$ cat config.mk
export PLATFORM = sky130hd
export DESIGN_NAME = iob_ethoc_iob2wb_flat
export DESIGN_NICKNAME = d
export VERILOG_FILES = /design/src/rtl/iob_ethoc_iob2wb_pkg.sv /design/src/rtl/iob_ethoc_iob2wb_if.sv /design/src/rtl/iob_ethoc_wb_tmr.sv /design/src/rtl/iob_ethoc_iob2wb.sv /design/src/flat_wrapper.sv
export SDC_FILE = /design/constraint.sdc
export NUM_CORES = 1
export LEC_CHECK = 0
export CAP_MARGIN = 20
export CORE_MARGIN = 4
export CORE_UTILIZATION = 39
export CTS_CLUSTER_SIZE = 24
export DETAILED_ROUTE_END_ITERATION = 6
export DONT_BUFFER_PORTS = 1
export HOLD_SLACK_MARGIN = 0.05
export SLEW_MARGIN = 10
export SYNTH_ARGS = -nofsm -noshare
export SYNTH_HDL_FRONTEND = slang
export SYNTH_SLANG_ARGS = --single-unit
$ cat constraint.sdc
create_clock -name clk_i -period 6 [get_ports clk_i]
set_input_delay 0.9 -clock clk_i [delete_from_list [all_inputs] [get_ports clk_i]]
set_output_delay 0.9 -clock clk_i [all_outputs]
set_load 0.01 [all_outputs]
$ cat src/rtl/iob_ethoc_iob2wb_pkg.sv
// rtl/iob_ethoc_iob2wb_pkg.sv - shared ethoc defines: bridge states, error word, default widths
package iob_ethoc_iob2wb_pkg;

  localparam int DEF_ADDR_W    = 12;
  localparam int DEF_DATA_W    = 32;
  localparam int DEF_TIMEOUT_W = 8;

  localparam logic [31:0] ERR_DATA = 32'hDEADBEEF;

  typedef enum logic [1:0] {
    ST_IDLE = 2'd0,
    ST_BUS  = 2'd1,
    ST_RESP = 2'd2
  } state_t;

endpackage

$ cat src/rtl/iob_ethoc_iob2wb_if.sv
// rtl/iob_ethoc_iob2wb_if.sv - IOb native request side plus Wishbone B3 classic initiator side
interface iob_ethoc_iob2wb_if
  import iob_ethoc_iob2wb_pkg::*;
#(
  parameter int ADDR_W = DEF_ADDR_W,
  parameter int DATA_W = DEF_DATA_W
);

  logic                valid;
  logic [ADDR_W-1:0]   address;
  logic [DATA_W-1:0]   wdata;
  logic [DATA_W/8-1:0] wstrb;
  logic [DATA_W-1:0]   rdata;
  logic                ready;
  logic                err;

  logic [ADDR_W-1:0]   wb_adr_o;
  logic [DATA_W-1:0]   wb_dat_o;
  logic [DATA_W/8-1:0] wb_sel_o;
  logic                wb_we_o;
  logic                wb_cyc_o;
  logic                wb_stb_o;
  logic [DATA_W-1:0]   wb_dat_i;
  logic                wb_ack_i;
  logic                wb_err_i;

  // master: the bridge itself (IOb target, Wishbone initiator)
  modport master (
    input  valid, address, wdata, wstrb,
    output rdata, ready, err,
    output wb_adr_o, wb_dat_o, wb_sel_o, wb_we_o, wb_cyc_o, wb_stb_o,
    input  wb_dat_i, wb_ack_i, wb_err_i
  );

  // slave: the surroundings (IOb requester and Wishbone register slave)
  modport slave (
    output valid, address, wdata, wstrb,
    input  rdata, ready, err,
    input  wb_adr_o, wb_dat_o, wb_sel_o, wb_we_o, wb_cyc_o, wb_stb_o,
    output wb_dat_i, wb_ack_i, wb_err_i
  );

endinterface

$ cat src/rtl/iob_ethoc_wb_tmr.sv
// rtl/iob_ethoc_wb_tmr.sv - Wishbone wait counter; done flags the last allowed bus cycle
module iob_ethoc_wb_tmr #(
  parameter int TIMEOUT_W = 8
) (
  input  logic clk_i,
  input  logic arst_i,
  input  logic clear,
  input  logic enable,
  output logic done
);

  // done while the counter holds 2^W-2, so the bus cycle lasts 2^W-1 clocks
  localparam logic [TIMEOUT_W-1:0] LAST = TIMEOUT_W'((64'd1 << TIMEOUT_W) - 64'd2);

  logic [TIMEOUT_W-1:0] cnt_q;

  always_ff @(posedge clk_i or posedge arst_i) begin
    if (arst_i) begin
      cnt_q <= '0;
    end else if (clear) begin
      cnt_q <= '0;
    end else if (enable) begin
      cnt_q <= cnt_q + 1'b1;
    end
  end

  assign done = (cnt_q == LAST);

endmodule

$ cat src/rtl/iob_ethoc_iob2wb.sv
// rtl/iob_ethoc_iob2wb.sv - IOb native to Wishbone B3 classic bridge with timeout, registered outputs
module iob_ethoc_iob2wb
  import iob_ethoc_iob2wb_pkg::*;
#(
  parameter int ADDR_W    = DEF_ADDR_W,
  parameter int DATA_W    = DEF_DATA_W,
  parameter int TIMEOUT_W = DEF_TIMEOUT_W
) (
  input  logic                       clk_i,
  input  logic                       arst_i,
  iob_ethoc_iob2wb_if.master         bus
);

  localparam logic [DATA_W-1:0] ERR_WORD = DATA_W'(ERR_DATA);

  state_t              state_q, state_d;
  logic [ADDR_W-1:0]   adr_q, adr_d;
  logic [DATA_W-1:0]   dat_q, dat_d;
  logic [DATA_W/8-1:0] sel_q, sel_d;
  logic                we_q, we_d;
  logic                cyc_q, cyc_d;
  logic [DATA_W-1:0]   rdata_q, rdata_d;
  logic                err_q, err_d;
  logic                ready_q, ready_d;
  logic                tmr_clear, tmr_en, tmr_done;

  iob_ethoc_wb_tmr #(
    .TIMEOUT_W(TIMEOUT_W)
  ) u_tmr (
    .clk_i (clk_i),
    .arst_i(arst_i),
    .clear (tmr_clear),
    .enable(tmr_en),
    .done  (tmr_done)
  );

  always_comb begin
    state_d   = state_q;
    adr_d     = adr_q;
    dat_d     = dat_q;
    sel_d     = sel_q;
    we_d      = we_q;
    cyc_d     = cyc_q;
    rdata_d   = rdata_q;
    err_d     = err_q;
    ready_d   = 1'b0;
    tmr_clear = 1'b0;
    tmr_en    = 1'b0;

    case (state_q)
      ST_IDLE: begin
        if (bus.valid) begin
          adr_d     = bus.address;
          dat_d     = bus.wdata;
          we_d      = |bus.wstrb;
          sel_d     = (|bus.wstrb) ? bus.wstrb : '1;
          cyc_d     = 1'b1;
          tmr_clear = 1'b1;
          state_d   = ST_BUS;
        end
      end
      ST_BUS: begin
        tmr_en = 1'b1;
        // slave error beats ack; timeout only when the slave stays silent
        if (bus.wb_err_i) begin
          rdata_d = ERR_WORD;
          err_d   = 1'b1;
          cyc_d   = 1'b0;
          state_d = ST_RESP;
        end else if (bus.wb_ack_i) begin
          rdata_d = we_q ? '0 : bus.wb_dat_i;
          err_d   = 1'b0;
          cyc_d   = 1'b0;
          state_d = ST_RESP;
        end else if (tmr_done) begin
          rdata_d = ERR_WORD;
          err_d   = 1'b1;
          cyc_d   = 1'b0;
          state_d = ST_RESP;
        end
      end
      ST_RESP: begin
        ready_d = 1'b1;
        state_d = ST_IDLE;
      end
      default: begin
        cyc_d   = 1'b0;
        state_d = ST_IDLE;
      end
    endcase
  end

  always_ff @(posedge clk_i or posedge arst_i) begin
    if (arst_i) begin
      state_q <= ST_IDLE;
      adr_q   <= '0;
      dat_q   <= '0;
      sel_q   <= '0;
      we_q    <= 1'b0;
      cyc_q   <= 1'b0;
      rdata_q <= '0;
      err_q   <= 1'b0;
      ready_q <= 1'b0;
    end else begin
      state_q <= state_d;
      adr_q   <= adr_d;
      dat_q   <= dat_d;
      sel_q   <= sel_d;
      we_q    <= we_d;
      cyc_q   <= cyc_d;
      rdata_q <= rdata_d;
      err_q   <= err_d;
      ready_q <= ready_d;
    end
  end

  assign bus.wb_adr_o = adr_q;
  assign bus.wb_dat_o = dat_q;
  assign bus.wb_sel_o = sel_q;
  assign bus.wb_we_o  = we_q;
  assign bus.wb_cyc_o = cyc_q;
  assign bus.wb_stb_o = cyc_q;
  assign bus.rdata    = rdata_q;
  assign bus.err      = err_q;
  assign bus.ready    = ready_q;

endmodule
$ cat src/flat_wrapper.sv
// flat-port wrapper written by rule: the top's interface ports become plain ports
module iob_ethoc_iob2wb_flat import iob_ethoc_iob2wb_pkg::*;
#(
  parameter int ADDR_W    = DEF_ADDR_W,
  parameter int DATA_W    = DEF_DATA_W,
  parameter int TIMEOUT_W = DEF_TIMEOUT_W
)
  (clk_i, arst_i, bus_valid, bus_address, bus_wdata, bus_wstrb, bus_rdata, bus_ready, bus_err, bus_wb_adr_o, bus_wb_dat_o, bus_wb_sel_o, bus_wb_we_o, bus_wb_cyc_o, bus_wb_stb_o, bus_wb_dat_i, bus_wb_ack_i, bus_wb_err_i);
  iob_ethoc_iob2wb_if #(.ADDR_W(ADDR_W), .DATA_W(DATA_W)) bus_i ();
  input  logic clk_i;
  input  logic arst_i;
  input wire logic [$bits(bus_i.valid)-1:0] bus_valid;
  input wire logic [$bits(bus_i.address)-1:0] bus_address;
  input wire logic [$bits(bus_i.wdata)-1:0] bus_wdata;
  input wire logic [$bits(bus_i.wstrb)-1:0] bus_wstrb;
  output wire logic [$bits(bus_i.rdata)-1:0] bus_rdata;
  output wire logic [$bits(bus_i.ready)-1:0] bus_ready;
  output wire logic [$bits(bus_i.err)-1:0] bus_err;
  output wire logic [$bits(bus_i.wb_adr_o)-1:0] bus_wb_adr_o;
  output wire logic [$bits(bus_i.wb_dat_o)-1:0] bus_wb_dat_o;
  output wire logic [$bits(bus_i.wb_sel_o)-1:0] bus_wb_sel_o;
  output wire logic [$bits(bus_i.wb_we_o)-1:0] bus_wb_we_o;
  output wire logic [$bits(bus_i.wb_cyc_o)-1:0] bus_wb_cyc_o;
  output wire logic [$bits(bus_i.wb_stb_o)-1:0] bus_wb_stb_o;
  input wire logic [$bits(bus_i.wb_dat_i)-1:0] bus_wb_dat_i;
  input wire logic [$bits(bus_i.wb_ack_i)-1:0] bus_wb_ack_i;
  input wire logic [$bits(bus_i.wb_err_i)-1:0] bus_wb_err_i;
  assign bus_i.valid = bus_valid;
  assign bus_i.address = bus_address;
  assign bus_i.wdata = bus_wdata;
  assign bus_i.wstrb = bus_wstrb;
  assign bus_rdata = bus_i.rdata;
  assign bus_ready = bus_i.ready;
  assign bus_err = bus_i.err;
  assign bus_wb_adr_o = bus_i.wb_adr_o;
  assign bus_wb_dat_o = bus_i.wb_dat_o;
  assign bus_wb_sel_o = bus_i.wb_sel_o;
  assign bus_wb_we_o = bus_i.wb_we_o;
  assign bus_wb_cyc_o = bus_i.wb_cyc_o;
  assign bus_wb_stb_o = bus_i.wb_stb_o;
  assign bus_i.wb_dat_i = bus_wb_dat_i;
  assign bus_i.wb_ack_i = bus_wb_ack_i;
  assign bus_i.wb_err_i = bus_wb_err_i;
  iob_ethoc_iob2wb #(.ADDR_W(ADDR_W), .DATA_W(DATA_W), .TIMEOUT_W(TIMEOUT_W)) u_core (.clk_i(clk_i), .arst_i(arst_i), .bus(bus_i));
endmodule
### Word-level counts from Yosys, hierarchy flattened

Cells that the tools add are included.

* register bits: 94
* latch bits: 0
* bits in writable memories: 0
* memory bits (read-only): 0
* bits of input ports: 85
* logic and storage cells: 49
* memories: 0

* $add $sub $neg: 1
* multiply operators: 0
* div/mod/pow operators: 0
* magnitude comparators: 0
* equal/unequal tests: 5
* shifts and indexed selects: 0
* muxes and demuxes: 24
* bitwise operators: 1
* reduce and logical (&&, ||, !) cells: 8

Operators with widths (number)
* $mux 32: 4
* $mux 8: 2
* $mux 1: 11
* $add 8x1->8 const B: 1
* $eq 8x8->1 const B: 1
* $mux 2: 4
* $reduce_and 2->1: 3
* $mux 4: 1
* $ne 4x3->1 const B: 1
* $pmux 2 s2: 1
* $reduce_or 4->1: 1
* $pmux 1 s3: 1
* $reduce_and 3->1: 1
* $reduce_bool 3->1: 1
* $eq 2x1->1 const B: 1
* $eq 2x2->1 const B: 1
* $logic_not 2->1: 1
* $ne 2x2->1 const B: 1
* $reduce_bool 2->1: 1
* $not 1->1: 1

### Logic depth before layout (Yosys ltp)

* word-level depth: 5
* depth in mapped cells: 7
* depth with buffers taken out: 5

### Cells and area by module

From an unflattened synthesis, not the netlist that was laid out.

* cells, all modules: 279
* area total of the unflattened synthesis: 3905.0 µm²

Modules (own cells, without submodules)
* iob_ethoc_iob2wb: instances 1, cells an instance 237, area an instance 3498.4 µm², seq. area each 2152.1 µm²
* iob_ethoc_wb_tmr: instances 1, cells an instance 42, area an instance 406.6 µm², seq. area each 200.2 µm²

### Worst setup path before layout

OpenSTA, ideal clock, no wires.

* path kind: in2reg
* from: in bus_valid
* to: reg u_core.u_tmr.cnt_q[6]
* setup time: 129 ps
* data arrival time: 1665 ps
* data required time: 5871 ps
* path slack: 4205 ps
* stages: 5
* path buffers: 2
* cell sequence: or3b_1 > buf_2 > buf_6 > o211ai_1 > o31ai_1

* word-level cells in the longest chain between the ends: 3
* elaborated cells between the ends (all ways): 4
* those cells by class: mux (3); reduce/logical (1)

RTL lines
* start, declared: line flat_wrapper.sv:12 `input wire logic [$bits(bus_i.valid)-1:0] bus_valid;`
* $mux 1 *: line iob_ethoc_iob2wb.sv:52 `if (bus.valid) begin`
* $mux 1 *: line iob_ethoc_iob2wb.sv:50 `case (state_q)`
* $mux 8 or $reduce_bool 2->1 (tied branches)
* end signal, assigned: line iob_ethoc_wb_tmr.sv:23 `cnt_q <= cnt_q + 1'b1;`
* end, declared: line iob_ethoc_wb_tmr.sv:15 `logic [TIMEOUT_W-1:0] cnt_q;`

Every way passes the cells marked *; elsewhere a longest branch is shown, timed or not.
A chain may end at the register's enable or synchronous reset.

### Worst setup path after layout

* from: reg u_core.state_q[0]
* to: reg u_core.rdata_q[20], in the netlist u_core.bus.rdata[20]

* word-level cells in the longest chain between the ends: 2

RTL lines
* start, declared: line iob_ethoc_iob2wb.sv:16 `state_t state_q, state_d;`
* start signal, assigned: line iob_ethoc_iob2wb.sv:105 `state_q <= state_d;`
* $eq 2x1->1: line iob_ethoc_iob2wb.sv:50
* $reduce_and 2->1 (no source line)
* end signal, assigned: line iob_ethoc_iob2wb.sv:111 `rdata_q <= rdata_d;`
* end, declared: line iob_ethoc_iob2wb.sv:22 `logic [DATA_W-1:0] rdata_q, rdata_d;`

Every way passes these cells.

==> summary.md <==
| Metric | Value |
|---|---|
| Status | `finished clean` |
| Synthesized area per cell | `9.28 µm²` |
| Placement Cell Area | `4190 µm²` |
| Netlist cell types | `34` |
| Predominant post-synthesis flop cell | `dfrtp_1` |
| Post-DR vias/cell | `5.23` |
| Final instance area | `4420 µm²` |
| CP max stage delay | `1.01 ns` |
| Crit path cell chain | `nor4bb_2 > a32oi_1 > o21ai_0` |
| 1st-pass router iterations | `4` |
| Cell with the largest stage delay on the worst path | `nor4bb_2` |
| Number of buffers added by the clock tree synthesis step | `9` |
| Count of mapped cells out of synthesis | `445` |
| Pin count of the biggest net entering global routing | `55` |
| I/O pin count | `170` |
| Power density of the placed cells | `469 nW/µm²` |
| Share of the yosys chip area belonging to registers | `56.9%` |
| Sequential cell area in the final layout | `2350 µm²` |
| Number of gates given a new drive strength after cts | `0` |
| Clock buffer depth | `2` |
| CTS tree | `done` |
| Diodes inserted | `0` |
| Async SR Flop Fraction | `100%` |
| R2R Setup Slk | `3.95 ns` |
| Detailed placement HPWL | `6980 µm` |
| Final worst clock skew | `0.00486 ns` |
| CP top delay family | `simple AND/OR/NAND/NOR gates` |
| Yosys synthesis warning count | `0` |
| Library cell occupying the most area in the post-synthesis netlist | `dfrtp_1` |
| Unrepaired setup endpoints after global routing | `no` |
| Number of nets in the synthesized netlist | `532` |
| Normalized max-slew margin | `26.4%` |
| NumNets Final | `521` |
| H-tree depth reported by CTS | `3` |
| Count of buffer and inverter cells on the critical path | `0` |
| Combined global-route utilization of all metal layers | `16.4%` |
| DRC violations left | `0` |
| Clock latency at the later pin of the worst-skew pair | `0.36 ns` |
| Cell area after synthesis | `4130 µm²` |
| Global-route wire length before repair | `16,300 µm` |
| Static Leak | `2.15 nW` |
| Count of hold buffers inserted by post-cts repair | `0` |
| Number of setup violations in the final report | `0` |
| Fin crit share | `34.2%` |
| Highest clock frequency the design can meet | `487 MHz` |
| Count of buffers inserted at the top-level ports | `0` |
| Startpoint types | `register` |
| Class of the tightest hold or removal check | `in -> async` |
| Worst Max-Slew Pin Slew | `1.09 ns` |
| Top post-synthesis cells by area | `dfrtp_1 (57%), nand2_1 (13%), a211oi_2 (5.5%)` |
| Number of synthesized register bits | `94` |
| Number of buffers inserted by post-CTS setup repair | `0` |
| Main combinational cell family by area after synthesis | `simple AND/OR/NAND/NOR gates` |
| Maximum fanout encountered on the critical timing path | `11` |
| Via count of the first global-routing pass | `3,068` |
| Routability cong. | `0.746` |
| Die area | `12,300 µm²` |
| Worst Reg-to-Reg Cells | `3` |
| Number of cells after detailed placement | `557` |
| Fillers | `1,014` |
| Die Wd | `111 µm` |
| Number of flops mapped to enable cells by yosys | `0` |
| Number of maximum-capacitance violations | `0` |
| Initial Utilization | `40.0%` |
| Hold violation count in the final report | `0` |
| Area fraction of the dominant cell type after synthesis | `56.9%` |
| Clock-pin slew of the registers on the worst-case setup and hold paths | `0.09 ns` |
| Kind of critical path | `reg -> reg` |
| Xor-xnor portion of the synthesized cell area | `0%` |
| Final Routed Wirelength | `10,100 µm` |
| Number of design-rule violations left by the first detailed-router iteration | `185` |
| Overall power | `2.08 mW` |
| Fraction of final layout cells sized beyond drive strength 1 | `10.5%` |
| Synthesized-area fraction occupied by ao, oa, aoi and oai cells | `16.1%` |
| Filler-free cell count of the finished design | `575` |
| Aggregate negative setup slack | `0 ns` |
| Critical Path RT | `6.26 ns` |
| Most frequent cells after synthesis | `nand2_1 (148), dfrtp_1 (94), inv_1 (38)` |
| Number of max-slew violations in the final report | `0` |
| Critical path capture point type | `register` |
| R2R Path Start | `u_core.state_q[0]` |
| Synthesized-area fraction occupied by and/or/nand/nor cells | `19.0%` |
| CTS Root Cell | `clkbuf_8` |
| Overall via count from detail_route | `3,007` |
| Detail-routed net length per standard cell | `17.5 µm` |
| Number of nets with antenna violations after routing | `0` |
| Area growth from synthesis to layout | `7.09%` |
| Number of cell rows | `37` |
| Share of synthesized area spent on multiplexers | `0%` |
| Floorplan core area | `10,300 µm²` |
| Post-synthesis adder-cell area fraction | `0.606%` |
| Critical register-to-register path endpoint | `u_core.bus.rdata[20]` |
| Multi-input logic area | `1490 µm²` |
| # clock sinks | `94` |
| Most frequent cell after synthesis | `nand2_1` |
| Antenna violations before repair | `0` |
| Max IR drop VDD | `0.000173 V` |
| Die Y-Extent | `111 µm` |
| Overflow left after global routing | `0` |
| Worst EP arrival | `2.32 ns` |
| Clock period minus final worst setup slack | `2.05 ns` |
==> worst max-delay path by stage <==
stage	start	to	depth (start not counted)
2_1_floorplan	arst_i	u_core.bus.err	1
3_3_place_gp	bus_wb_err_i	u_core.bus.rdata[25]	3
3_5_place_dp	bus_valid	u_core.u_tmr.cnt_q[7]	3
4_1_cts	u_core.state_q[1]	u_core.u_tmr.cnt_q[7]	3
5_1_grt	u_core.state_q[0]	u_core.bus.rdata[20]	3
6_report	u_core.state_q[0]	u_core.bus.rdata[20]	3
==> layer usage <==
| metal | GRT usage [%] | wire length [µm] | vias to the layer above |
|---|---|---|---|
| met5 | 0 | 0 | - |
| met4 | 4.52 | 108 | 0 |
| met1 | 19.0 | 4020 | 1440 |
| met3 | 8.24 | 1160 | 11 |
| li1 | - | - | 1419 |
| met2 | 26.9 | 4790 | 137 |
==> registers in the layout, summed over array words and instances, names as in the netlist <==
name,flops
u_core.bus.err,1
u_core.bus.wb_dat_o,32
u_core.bus.wb_adr_o,12
u_core.bus.ready,1
u_core.bus.wb_cyc_o,1
u_core.bus.wb_we_o,1
u_core.bus.rdata,32
u_core.state_q,2
u_core.bus.wb_sel_o,4
u_core.u_tmr.cnt_q,8
==> metrics by stage <==
step / setup WS (ns) / utilization [%] / hold slack (ns)
2_1_floorplan: 2.65 / - / 0.493
3_3_place_gp: 3.49 / 40.5 / 0.520
3_5_place_dp: 3.60 / 40.6 / 0.523
4_1_cts: 3.91 / 42.5 / 0.436
5_1_grt: 3.84 / 42.9 / 0.450
6_report: 3.95 / 42.9 / 0.430
==> final cells by class <==
cell class	count	share of cell area [%]
Tap cell	136	3.85
Clock inverter	7	1.67
Multi-Input combinational cell	285	33.7
Inverter	38	3.28
Clock buffer	9	2.80
Timing Repair Buffer	6	1.56
Sequential cell	94	53.2
==> power breakdown <==
group,switching [mW],total (mW),internal (mW)
clock,0.226,0.419,0.193
sequential,0.334,1.20,0.869
combinational,0.278,0.454,0.176
==> cells by family after synthesis <==
logic type                 Yosys count
and+or+nand+nor                    193
DFF                                 94
AOI/OAI and AO/OA                   90
buffers and inverters               66
adders and majority gates            2
==> cells in the final DEF (no fill, tap or decap), drive strengths merged, types with 2 or more instances in the layout <==
master / n
dfrtp: 94
nand3: 3
clkbuf: 9
a32oi: 8
clkinvlp: 4
o21ai: 21
ha: 2
nand2: 148
inv: 39
nor3: 5
o31ai: 3
a211oi: 24
nor2: 27
o211ai: 3
buf: 6
a21oi: 26
No activity file was read; power rests on OpenSTA's default activity.
